`src/rtl/msx_config_parser.sv`:
```
// MSX configuration stream parser: validates the "MSX" magic, then decodes
// fixed 4-byte records into block-table and slot-expander write strobes.
module msx_config_parser #(
    parameter logic [7:0] MAGIC0 = 8'h4D,
    parameter logic [7:0] MAGIC1 = 8'h53,
    parameter logic [7:0] MAGIC2 = 8'h58
) (
    input  logic       clk,
    input  logic       reset_n,
    input  logic       start,
    input  logic       stream_end,
    input  logic       in_valid,
    input  logic [7:0] in_data,
    output logic       in_ready,
    output logic       blk_we,
    output logic [5:0] blk_addr,
    output logic [3:0] blk_ref_ram,
    output logic [1:0] blk_offset_ram,
    output logic [4:0] blk_mapper,
    output logic [3:0] blk_device,
    output logic       exp_we,
    output logic [1:0] exp_slot,
    output logic       exp_en,
    output logic       exp_wo,
    output logic [7:0] exp_init,
    output logic       busy,
    output logic       done,
    output logic [2:0] error
);

    localparam int unsigned CNT_W = 2;
    localparam int unsigned ERR_W = 3;

    localparam logic [2:0] CONF_BLOCK   = 3'd0;
    localparam logic [2:0] CONF_LAYOUT  = 3'd2;
    localparam logic [2:0] CONF_UNUSED5 = 3'd5;
    localparam logic [2:0] CONF_UNUSED6 = 3'd6;
    localparam logic [2:0] CONF_END     = 3'd7;

    localparam logic [ERR_W-1:0] ERR_NONE                = 3'd0;
    localparam logic [ERR_W-1:0] ERR_BAD_MSX_CONF        = 3'd1;
    localparam logic [ERR_W-1:0] ERR_NOT_SUPPORTED_CONF  = 3'd2;
    localparam logic [ERR_W-1:0] ERR_NOT_SUPPORTED_BLOCK = 3'd3;
    localparam logic [ERR_W-1:0] ERR_DEVICE_MISSING      = 3'd6;

    localparam logic [4:0] MAPPER_UNUSED    = 5'd30;
    localparam logic [3:0] DEV_RESET_STATUS = 4'd13;

    typedef enum logic [2:0] {
        S_IDLE, S_MAGIC, S_REC, S_EXEC, S_DONE, S_FAIL
    } state_t;

    typedef enum logic [1:0] {
        ACT_NOP, ACT_END, ACT_ERR
    } act_t;

    state_t           state_q, state_d;
    act_t             act_q, act_d;
    logic [CNT_W-1:0] cnt_q, cnt_d;
    logic [6:0]       rec0_q, rec0_d;
    logic [7:0]       rec1_q, rec1_d;
    logic [7:0]       rec2_q, rec2_d;
    logic [ERR_W-1:0] act_err_q, act_err_d;
    logic             se_pend_q, se_pend_d;
    logic [ERR_W-1:0] error_q, error_d;
    logic             in_ready_q, in_ready_d;
    logic             busy_q, busy_d;
    logic             done_q, done_d;
    logic             blk_we_q, blk_we_d;
    logic [5:0]       blk_addr_q, blk_addr_d;
    logic [3:0]       blk_ref_ram_q, blk_ref_ram_d;
    logic [1:0]       blk_offset_ram_q, blk_offset_ram_d;
    logic [4:0]       blk_mapper_q, blk_mapper_d;
    logic [3:0]       blk_device_q, blk_device_d;
    logic             exp_we_q, exp_we_d;
    logic [1:0]       exp_slot_q, exp_slot_d;
    logic             exp_en_q, exp_en_d;
    logic             exp_wo_q, exp_wo_d;
    logic [7:0]       exp_init_q, exp_init_d;

    logic       accept;
    logic [7:0] magic_exp;
    logic [2:0] rec_conf;

    assign rec_conf = rec0_q[6:4];

    // Next-state, record decode and registered-output computation
    always_comb begin
        state_d          = state_q;
        act_d            = act_q;
        cnt_d            = cnt_q;
        rec0_d           = rec0_q;
        rec1_d           = rec1_q;
        rec2_d           = rec2_q;
        act_err_d        = act_err_q;
        se_pend_d        = 1'b0;
        error_d          = error_q;
        blk_we_d         = 1'b0;
        blk_addr_d       = blk_addr_q;
        blk_ref_ram_d    = blk_ref_ram_q;
        blk_offset_ram_d = blk_offset_ram_q;
        blk_mapper_d     = blk_mapper_q;
        blk_device_d     = blk_device_q;
        exp_we_d         = 1'b0;
        exp_slot_d       = exp_slot_q;
        exp_en_d         = exp_en_q;
        exp_wo_d         = exp_wo_q;
        exp_init_d       = exp_init_q;
        accept           = in_valid && in_ready_q && !start;

        case (cnt_q)
            2'd0:    magic_exp = MAGIC0;
            2'd1:    magic_exp = MAGIC1;
            default: magic_exp = MAGIC2;
        endcase

        if (start) begin
            state_d = S_MAGIC;
            cnt_d   = '0;
            error_d = ERR_NONE;
        end else begin
            case (state_q)
                S_MAGIC: begin
                    if (accept) begin
                        if (in_data != magic_exp) begin
                            state_d = S_FAIL;
                            error_d = ERR_BAD_MSX_CONF;
                        end else if (cnt_q == CNT_W'(2)) begin
                            state_d = S_REC;
                            cnt_d   = '0;
                        end else begin
                            cnt_d = cnt_q + CNT_W'(1);
                        end
                    end
                    if (stream_end) begin
                        state_d = S_FAIL;
                        error_d = ERR_BAD_MSX_CONF;
                    end
                end
                S_REC: begin
                    if (accept) begin
                        cnt_d = cnt_q + CNT_W'(1);
                        case (cnt_q)
                            2'd0:    rec0_d = in_data[7:1];
                            2'd1:    rec1_d = in_data;
                            2'd2:    rec2_d = in_data;
                            default: ;
                        endcase
                    end
                    if (accept && cnt_q == CNT_W'(3)) begin
                        // Record complete: decide strobes now so they appear in EXEC
                        state_d   = S_EXEC;
                        se_pend_d = stream_end;
                        act_d     = ACT_NOP;
                        act_err_d = ERR_NONE;
                        case (rec_conf)
                            CONF_BLOCK: begin
                                if (rec2_q[4:0] >= MAPPER_UNUSED) begin
                                    act_d     = ACT_ERR;
                                    act_err_d = ERR_NOT_SUPPORTED_BLOCK;
                                end else if (in_data[3:0] > DEV_RESET_STATUS) begin
                                    act_d     = ACT_ERR;
                                    act_err_d = ERR_DEVICE_MISSING;
                                end else begin
                                    blk_we_d         = 1'b1;
                                    blk_addr_d       = {rec0_q[3:0], rec1_q[7:6]};
                                    blk_ref_ram_d    = rec1_q[5:2];
                                    blk_offset_ram_d = rec1_q[1:0];
                                    blk_mapper_d     = rec2_q[4:0];
                                    blk_device_d     = in_data[3:0];
                                end
                            end
                            CONF_LAYOUT: begin
                                exp_we_d   = 1'b1;
                                exp_slot_d = rec0_q[3:2];
                                exp_en_d   = rec1_q[0];
                                exp_wo_d   = rec1_q[1];
                                exp_init_d = rec2_q;
                            end
                            CONF_UNUSED5, CONF_UNUSED6: begin
                                act_d     = ACT_ERR;
                                act_err_d = ERR_NOT_SUPPORTED_CONF;
                            end
                            CONF_END: act_d = ACT_END;
                            default:  act_d = ACT_NOP;
                        endcase
                    end else if (stream_end) begin
                        state_d = S_FAIL;
                        error_d = ERR_BAD_MSX_CONF;
                    end
                end
                S_EXEC: begin
                    if (se_pend_q || stream_end) begin
                        state_d = S_FAIL;
                        error_d = ERR_BAD_MSX_CONF;
                    end else begin
                        case (act_q)
                            ACT_ERR: begin
                                state_d = S_FAIL;
                                error_d = act_err_q;
                            end
                            ACT_END: state_d = S_DONE;
                            default: state_d = S_REC;
                        endcase
                    end
                end
                default: ;
            endcase
        end

        in_ready_d = (state_d == S_MAGIC) || (state_d == S_REC) ||
                     (state_d == S_DONE)  || (state_d == S_FAIL);
        busy_d     = (state_d == S_MAGIC) || (state_d == S_REC) ||
                     (state_d == S_EXEC);
        done_d     = (state_d == S_DONE);
    end

    always_ff @(posedge clk) begin
        if (!reset_n) begin
            state_q          <= S_IDLE;
            act_q            <= ACT_NOP;
            cnt_q            <= '0;
            rec0_q           <= '0;
            rec1_q           <= '0;
            rec2_q           <= '0;
            act_err_q        <= ERR_NONE;
            se_pend_q        <= 1'b0;
            error_q          <= ERR_NONE;
            in_ready_q       <= 1'b0;
            busy_q           <= 1'b0;
            done_q           <= 1'b0;
            blk_we_q         <= 1'b0;
            blk_addr_q       <= '0;
            blk_ref_ram_q    <= '0;
            blk_offset_ram_q <= '0;
            blk_mapper_q     <= '0;
            blk_device_q     <= '0;
            exp_we_q         <= 1'b0;
            exp_slot_q       <= '0;
            exp_en_q         <= 1'b0;
            exp_wo_q         <= 1'b0;
            exp_init_q       <= '0;
        end else begin
            state_q          <= state_d;
            act_q            <= act_d;
            cnt_q            <= cnt_d;
            rec0_q           <= rec0_d;
            rec1_q           <= rec1_d;
            rec2_q           <= rec2_d;
            act_err_q        <= act_err_d;
            se_pend_q        <= se_pend_d;
            error_q          <= error_d;
            in_ready_q       <= in_ready_d;
            busy_q           <= busy_d;
            done_q           <= done_d;
            blk_we_q         <= blk_we_d;
            blk_addr_q       <= blk_addr_d;
            blk_ref_ram_q    <= blk_ref_ram_d;
            blk_offset_ram_q <= blk_offset_ram_d;
            blk_mapper_q     <= blk_mapper_d;
            blk_device_q     <= blk_device_d;
            exp_we_q         <= exp_we_d;
            exp_slot_q       <= exp_slot_d;
            exp_en_q         <= exp_en_d;
            exp_wo_q         <= exp_wo_d;
            exp_init_q       <= exp_init_d;
        end
    end

    assign in_ready       = in_ready_q;
    assign busy           = busy_q;
    assign done           = done_q;
    assign error          = error_q;
    assign blk_we         = blk_we_q;
    assign blk_addr       = blk_addr_q;
    assign blk_ref_ram    = blk_ref_ram_q;
    assign blk_offset_ram = blk_offset_ram_q;
    assign blk_mapper     = blk_mapper_q;
    assign blk_device     = blk_device_q;
    assign exp_we         = exp_we_q;
    assign exp_slot       = exp_slot_q;
    assign exp_en         = exp_en_q;
    assign exp_wo         = exp_wo_q;
    assign exp_init       = exp_init_q;

endmodule

```
`config.mk`:
```
export PLATFORM = sky130hd
export DESIGN_NAME = msx_config_parser
export DESIGN_NICKNAME = d
export VERILOG_FILES = /design/src/rtl/msx_config_parser.sv
export SDC_FILE = /design/constraint.sdc
export NUM_CORES = 1
export LEC_CHECK = 0
export CAP_MARGIN = 20
export CORE_MARGIN = 2
export CORE_UTILIZATION = 45
export DETAILED_ROUTE_END_ITERATION = 6
export DONT_BUFFER_PORTS = 1
export GPL_TIMING_DRIVEN = 1
export PLACE_DENSITY = 0.66
export SYNTH_ARGS = -nofsm -noshare
export SYNTH_HDL_FRONTEND = slang
export SYNTH_SLANG_ARGS = --single-unit
export TNS_END_PERCENT = 10
```
`constraint.sdc`:
```
create_clock -name clk -period 2.6 [get_ports clk]
set_input_delay 0.13 -clock clk [delete_from_list [all_inputs] [get_ports clk]]
set_output_delay 0.13 -clock clk [all_outputs]
set_load 0.02 [all_outputs]
```
==> results of run 1 <==
==> cell usage after synthesis (all sizes together) (2+ instances only) <==
library cell | instances | area share [%]
nor3 | 7 | 1.2
and2b | 2 | 0.58
a21oi | 9 | 1.5
a21boi | 39 | 9.0
nor2 | 10 | 1.2
inv | 2 | 0.23
nand4 | 3 | 0.77
clkbuf | 9 | 1.0
a22oi | 2 | 0.46
or3 | 5 | 1.1
nand2b | 4 | 1.0
xor2 | 3 | 0.81
o31ai | 2 | 0.61
buf | 11 | 2.5
nor3b | 2 | 0.81
ha | 2 | 0.77
and2 | 5 | 0.96
nor2b | 26 | 5.0
nand3b | 2 | 0.46
nand3 | 9 | 1.5
and3 | 2 | 0.42
o21a | 2 | 0.46
dfxtp | 75 | 46
nand2 | 81 | 9.3
mux2i | 24 | 7.4
o21ai | 4 | 0.61
nor4 | 3 | 0.77
==> per-layer routing <==
layer	global-route usage, %	share of wire, %
met5	0	0
met2	29.29	45
met1	26.60	46
met4	5.020	1.1
met3	8.864	7.6
==> repair_timing <==
action / CTS / global route
hold buffers: 11 / 0
hold endpoints to repair: 64 / 0
resized for setup: 0 / 0
==> flip-flops by register name (all words and copies together) (netlist names), 2 cells and up <==
name / cells
exp_init: 8
rec1_q: 8
rec2_q: 8
rec0_q: 7
blk_addr: 6
blk_mapper: 5
blk_device: 4
blk_ref_ram: 4
act_err_q: 3
error: 3
state_q: 3
act_q: 2
blk_offset_ram: 2
cnt_q: 2
exp_slot: 2
==> worst min path at each step <==
stage,end,start
floorplan,blk_device[0],in_data[0]
global placement,in_ready,reset_n
detailed placement,in_ready,reset_n
CTS,error[0],start
global route,error[2],stream_end
finish,error[2],stream_end
==> worst register-to-register path: stages, from the launching register on <==
cell and delay [ps]:
dfxtp_1 590, inv_2 110, or4_1 530, nor4_1 380
o211ai_1 140, xor2_1 170, and2_1 150
==> cell type report <==
cell class / instances / area (µm²)
Clock inverter: 3 / 46.29
Inverter: 2 / 7.507
Multi-Input combinational cell: 260 / 1638
Sequential cell: 75 / 1501
Tap cell: 99 / 123.9
Clock buffer: 13 / 158.9
Fill cell: 688 / 3526
Timing Repair Buffer: 13 / 135.1
==> cells by family after synthesis <==
kind of cell / after synthesis / share of synthesized area (%)
muxes: 24 / 7.362
xor gates and xnor gates: 3 / 0.8054
and+or+nand+nor: 165 / 26.42
DFF: 75 / 46.01
buffers and inverters: 22 / 3.796
AOI/OAI and AO/OA: 66 / 14.84
adders and majority gates: 2 / 0.7667
==> cells in the final DEF, fill, tap and decap left out, types with 2 or more instances in the layout <==
master,n
clkbuf_8,11
or3_1,4
mux2i_1,24
a22oi_1,2
o21a_1,2
a21boi_0,19
nand2b_1,3
buf_4,2
nor2_1,10
nand4_1,2
a21oi_1,8
dfxtp_1,75
xor2_1,3
o21ai_0,4
ha_1,2
dlygate4sd3_1,10
nand2_1,81
clkbuf_1,2
nor3_1,6
and2_1,5
nand3_1,8
a21boi_1,20
nor2b_1,26
nand3b_1,2
nor4_1,2
==> power breakdown <==
group          switching, W  internal [W]
combinational     0.0000564     0.0000558
clock              0.000427      0.000499
sequential        0.0000160       0.00116
total              0.000499       0.00171
==> metrics by stage <==
stage	hold WS [ps]	setup slack (ps)	total power, W	utilization [%]	area [µm²]
after floorplan	269.2	770.8	0.001274	-	3263
after global routing	33.97	158.1	0.002290	50.60	3611
after global placement	260.0	574.3	0.001274	46.04	3286
after detailed placement	260.9	485.6	0.001275	46.04	3286
final	45.07	426.3	0.002209	50.60	3611
after CTS	37.90	469.6	0.002234	50.60	3611
==> metrics.cfg, run 1 <==
[run_status]
outcome = completed

[logic_synthesis]
ys_ff_latch = 75
synth_edf_count = 0
syn_area_per_cell_um2 = 9.140
synth_cell_types = 54
synth_warnings = 0
syn_area_um2 = 3263
synth_cells = 357
async_flop_share_pct = 0
synth_nets = 372
synth_ff_type = dfxtp_1
yosysSeqAreaShare_pct = 46.01

[worst_setup_path]
r2r_cells = 6
cpPeakStageDelay_ps = 590
crit_required_ps = 2850
cp_max_fo = 12
path_cells = inv_2 > or4_1 > nor4_1 > o211ai_1 > xor2_1 > and2_1
r2r_end = in_ready
reg2reg_from = cnt_q[1]
cpMaxStageDelayCell = dfxtp_1
crit_start = cnt_q[1]
crit_family = simple AND/OR/NAND/NOR gates
worstSetupEndpointType = flip-flop
reg2reg_slack_ps = 430
worst-path-stages = 6
cp.buffers_inverters = 1
crit_arrival_ps = 2420
startpoint_type = flip-flop
worst-setup-path-type = flip-flop to flip-flop
endpoint = in_ready

[floorplanning]
start_util_pct = 45.72
die_w_um = 89.16
rows = 31
ioPinCount = 54
dieArea_um2 = 7949
die_h_um = 89.16
core-area_um2 = 7137

[clock_network]
clock_sinks = 75
numCtsBuffers = 9
cts.reportedPaths.clkPinSlew_ps = 80
cts_tree = done
clock_latency_ps = 350
cts.htree.levels = 3
cts_setup_buffers = 0
root_buffer = clkbuf_8
cts_buffer_depth = 2

[sta]
maxSlewViolCount = 0
rsz0062_at_grt = no
max_freq_mhz = 460.1
slew_headroom_pct = 63.84
fin_crit_sh_pct = 83.60
hold_viol = 0
tightest_slew_ps = 541.6
finalSetupViolCount = 0
setup_tns_ps = 0
skew_ps = 13.27
period_minus_slack_ps = 2174

[job]
cap_violations = 0

[cells_and_area]
syn_to_final_growth_pct = 10.66
num-nets-final = 376
layoutNonFillerInstCount = 465
drive_gt1_share_pct = 9.563
n_antenna_cell = 0

[hold_path]
hold_depth = 2
hold_class = input pin to flip-flop

[global_route]
grt_pass1_vias = 2231
grt_pass1_wl_mm = 11.77
antenna_found_initial = 0
grt_overflow = 0
grt_max_degree = 64
gr-usage-all-layers_pct = 19.84

[placed_design]
hpwlAfterDp_mm = 4.805
portBuffers = 0
dp_cells = 438
place.gp.congestion = 0.8289

[power]
power.leakage_nw = 1.354
power_density_nw_per_um2 = 611.7
ir_drop_mv = 0.3234

[drt]
vias_per_cell = 5.249
ant_nets = 0
drtPass1Iterations = 4
vias = 2441
wire_per_inst_um = 16.02
drt-total-wl_mm = 7.450
first_iter_violations = 117
drc_errors = 0

Note: power is estimated with default switching activity, not from simulation.
==> run 2, diff against run 1 <==
- clock period: 2.6 -> 2.2 ns (I/O delays scaled with it)
==> run 2 against run 1 <==
Against the previous run: non-clock buffer count up 3; sequential cell count is the same; maximum frequency grew 9.3%; cell count is 0.65% higher; die area is the same; total power rose by 18%; sequential power up 18%; combinational power up 23%; register-to-register slack lost 220 ps; design area rose by 0.76%; critical path type unchanged; largest power group unchanged.
==> metrics.cfg, run 2 (synthesis gave the netlist of run 1 again) <==
[run_status]
outcome = completed

[cells_and_area]
syn_to_final_growth_pct = 11.50
drive_gt1_share_pct = 11.11
layoutNonFillerInstCount = 468
final_common_cell = nand2_1
num-nets-final = 379
postLayoutCoreUtil_pct = 50.98
final_cell_mix = nand2_1, dfxtp_1, nor2b_1
n_antenna_cell = 0

[floorplanning]
ioPinCount = 54
rows = 31
die_h_um = 89.16
dieArea_um2 = 7949
start_util_pct = 45.72
core-area_um2 = 7137
die_w_um = 89.16

[job]
cap_violations = 0

[drt]
ant_nets = 0
wire_per_inst_um = 15.62
first_iter_violations = 92
vias = 2459
drc_errors = 0
vias_per_cell = 5.254
drtPass1Iterations = 5
drt-total-wl_mm = 7.311

[clock_network]
cts_tree = done
cts_buffer_depth = 2
numCtsBuffers = 9
cts.htree.levels = 3
clock_sinks = 75
clock_latency_ps = 350
cts.reportedPaths.clkPinSlew_ps = 80
root_buffer = clkbuf_8
cts_setup_buffers = 0

[worst_setup_path]
crit_arrival_ps = 2230
worstSetupEndpointType = flip-flop
cp_max_fo = 21
path_cells = nor3b_4 > nand4_2 > or3_4 > nand2_1 > a21boi_0
cp.buffers_inverters = 0
r2r_cells = 5
cpPeakStageDelay_ps = 580
worst-path-stages = 5
crit_family = simple AND/OR/NAND/NOR gates
worst-setup-path-type = flip-flop to flip-flop
startpoint_type = flip-flop
cpMaxStageDelayCell = or3_4
crit_required_ps = 2440

[sta]
max_freq_mhz = 502.8
tightest_slew_ps = 474.4
period_minus_slack_ps = 1989
rsz0062_at_grt = no
fin_crit_sh_pct = 90.40
skew_ps = 11.76
finalSetupViolCount = 0
slew_headroom_pct = 68.38
maxSlewViolCount = 0
hold_viol = 0
setup_tns_ps = 0

[global_route]
grt_max_degree = 64
grt_overflow = 0
use_met1_pct = 25.20
grt_pass1_wl_mm = 11.57
grt_pass1_vias = 2293
gr-usage-all-layers_pct = 19.27
antenna_found_initial = 0
grtUsageMet3_pct = 8.218
use_met2_pct = 29.63
grt-busiest-layer = met2

[placed_design]
place.gp.congestion = 0.7906
hpwlAfterDp_mm = 4.727
portBuffers = 0
dp_cells = 441

[power]
ir_drop_mv = 0.5331
power_density_nw_per_um2 = 718.2
power.leakage_nw = 1.369

[hold_path]
hold_depth = 2
hold_class = input pin to flip-flop

==> run 2: path summary, 6_finish.rpt <==
path                     to  startpoint  slack, ps
max           blk_device[3]  state_q[1]        210
min                error[2]  stream_end         20
max reg2reg   blk_device[3]  state_q[1]        210
min reg2reg  blk_ref_ram[3]   rec1_q[5]        460
==> run 2: power breakdown <==
group,internal [W],switching [W],total (W)
clock,0.000564,0.000530,0.00109
sequential,0.00137,0.0000153,0.00138
combinational,0.0000687,0.0000696,0.000138
total,0.00200,0.000615,0.00261
==> run 2: area by class of cell <==
type	count	area, µm²
Timing Repair Buffer	16	157.7
Tap cell	99	123.9
Inverter	2	7.507
Multi-Input combinational cell	260	1638
Clock inverter	6	71.32
Fill cell	691	3498
Clock buffer	10	137.6
Sequential cell	75	1503
==> run 2: layer usage <==
| layer | vias to the layer above | wire length, µm |
|---|---|---|
| li1 | 1240 | - |
| met1 | 1158 | 3429 |
| met2 | 54 | 3313 |
| met3 | 7 | 496 |
| met4 | 0 | 70 |
| met5 | - | 0 |
==> run 2: worst register-to-register path: stages (launching register included) <==
cell and delay (ps):
dfxtp_1 470, nor3b_4 380, nand4_2 270, or3_4 590, nand2_1 110, a21boi_0 70
==> run 2: repair_timing <==
item                                    CTS  global route
endpoints found under the setup margin    0             1
endpoints found under the hold margin    64             0
hold buffers                             11             0
resized for setup                         0             1
==> run 2: stage by stage <==
stage | setup WS, ps | hold WS (ps) | total power (W) | cell area [µm²]
global route | 23.31 | 26.43 | 0.002701 | 3638
floorplan | 370.8 | 249.2 | 0.001505 | 3263
detailed placement | 208.5 | 240.9 | 0.001509 | 3308
global placement | 241.5 | 242.2 | 0.001508 | 3308
finish | 211.2 | 21.58 | 0.002613 | 3638
CTS | 200.6 | 13.56 | 0.002637 | 3637
==> run 3, diff against run 2 <==
- GPL_TIMING_DRIVEN: 1 -> 0
==> run 3 against run 2 <==
Against the previous run: sequential share of layout area shrank 0.32 points; design area grew 0.69%; hold slack lost 4.5 ps; cell count grew 3.2%; first-iteration DRC count grew 34%; total power shrank 5.8%; die area is the same; clock-buffer cell count grew 2; non-clock buffer count grew 15; critical path depth grew 1; critical path type unchanged; largest power group unchanged; highest routed layer unchanged.
==> metrics.cfg, run 3 (synthesis gave the netlist of run 1 again) <==
[run_status]
outcome = completed

[worst_setup_path]
r2r_end = in_ready
reg2reg_from = in_ready
cp_max_fo = 4
cpPeakStageDelay_ps = 470
worst-setup-path-type = flip-flop to flip-flop
r2r_cells = 6
crit_family = simple AND/OR/NAND/NOR gates
startpoint_type = flip-flop
reg2reg_slack_ps = 110
crit_arrival_ps = 2330
crit_required_ps = 2450
path_cells = nand3b_1 > or4_1 > nor4_1 > o211ai_1 > xor2_1 > and2_1
worstSetupEndpointType = flip-flop
cpMaxStageDelayCell = dfxtp_1
cp.buffers_inverters = 0

[global_route]
gr-usage-all-layers_pct = 20.91
grt-busiest-layer = met2
grt_pass1_vias = 2421
grtUsageMet3_pct = 8.403
grt_max_degree = 13
use_met1_pct = 25.90
use_met2_pct = 32.93
antenna_found_initial = 0
grt_overflow = 0
grt_pass1_wl_mm = 12.36

[sta]
finalSetupViolCount = 0
rsz0062_at_grt = no
setup_tns_ps = 0
max_freq_mhz = 478.9
slew_headroom_pct = 50.52
fin_ws_ps = 112.1
maxSlewViolCount = 0
period_minus_slack_ps = 2088
skew_ps = 9.196
tightest_slew_ps = 736.5
hold_viol = 0
fin_crit_sh_pct = 94.91

[floorplanning]
ioPinCount = 54
die_w_um = 89.16
start_util_pct = 45.72
rows = 31
die_h_um = 89.16
dieArea_um2 = 7949
core-area_um2 = 7137

[placed_design]
dp_cells = 456
place.gp.congestion = 0.8173
placed_area_um2 = 3387
portBuffers = 0
hpwlAfterDp_mm = 5.218
pre_cts_slack_ps = 166.7

[hold_path]
worstHoldStart = start
hold_depth = 2
hold_class = input pin to flip-flop
hold_end = busy

[clock_network]
cts_buffer_depth = 2
cts.reportedPaths.clkPinSlew_ps = 70
clock_sinks = 75
clock_latency_ps = 350
cts_tree = done
cts.htree.levels = 3
numCtsBuffers = 9
root_buffer = clkbuf_8

[drt]
drt-total-wl_mm = 7.845
drc_errors = 0
ant_nets = 0
vias = 2543
first_iter_violations = 123
drtPass1Iterations = 5
vias_per_cell = 5.265
wire_per_inst_um = 16.24

[cells_and_area]
final_cell_mix = nand2_1, dfxtp_1, nor2b_1
syn_to_final_growth_pct = 12.27
postLayoutCoreUtil_pct = 51.33
fin_area_um2 = 3664
n_antenna_cell = 0
layoutNonFillerInstCount = 483
final_common_cell = nand2_1
num-nets-final = 394
drive_gt1_share_pct = 11.98

[power]
ir_drop_mv = 0.4032
power.leakage_nw = 1.396
power_density_nw_per_um2 = 671.8

[job]
cap_violations = 0

run 3: layout make-up:
class / instances / area (µm²)
clock buffer: 12 / 145.1
tap: 99 / 123.9
fill: 733 / 3473
multi-input combinational: 260 / 1638
sequential: 75 / 1501
clock inverter: 4 / 26.28
timing repair buffer: 11 / 102.6
buffer: 20 / 118.9
inverter: 2 / 7.507
run 3: worst max-delay path by stage:
stage | slack, ps | cells after the start | from | endpoint
after floorplan | 370 | 6 | in_ready | in_ready
after global placement | 220 | 7 | state_q[1] | blk_mapper[2]
after detailed placement | 170 | 6 | in_ready | in_ready
after CTS | 150 | 6 | in_ready | in_ready
after global routing | 0.02 | 6 | in_ready | in_ready
final | 110 | 6 | in_ready | in_ready
run 3: layer usage:
metal,wire length [µm],vias to the layer above
li1,-,1261
met1,3500,1200
met2,3600,66
met3,583,16
met4,160,0
met5,0,-
run 3: stage by stage:
stage / hold slack [ps] / power (W)
3_3_place_gp: 255.2 / 0.001528
4_1_cts: 3.665 / 0.002483
2_1_floorplan: 249.2 / 0.001505
3_5_place_dp: 260.5 / 0.001530
5_1_grt: 33.62 / 0.002557
6_report: 17.12 / 0.002461
run 3: worst register-to-register path, stage by stage, from the launching register on:
cell and delay (ps):
dfxtp_1 470, nand3b_1 190, or4_1 440, nor4_1 430
o211ai_1 150, xor2_1 160, and2_1 150
run 3: report_power, final:
part	internal [W]	leakage, nW	switching (W)	total (W)
sequential	0.00137	0.605	0.0000170	0.00138
combinational	0.0000655	0.705	0.0000760	0.000141
clock	0.000439	0.0863	0.000498	0.000937
run 3: what timing repair did:
action,4_1_cts,5_1_grt
endpoints found under the hold margin,27,0
resized for setup,0,1
hold buffers,8,0
endpoints found under the setup margin,0,21
buffers inserted,0,3
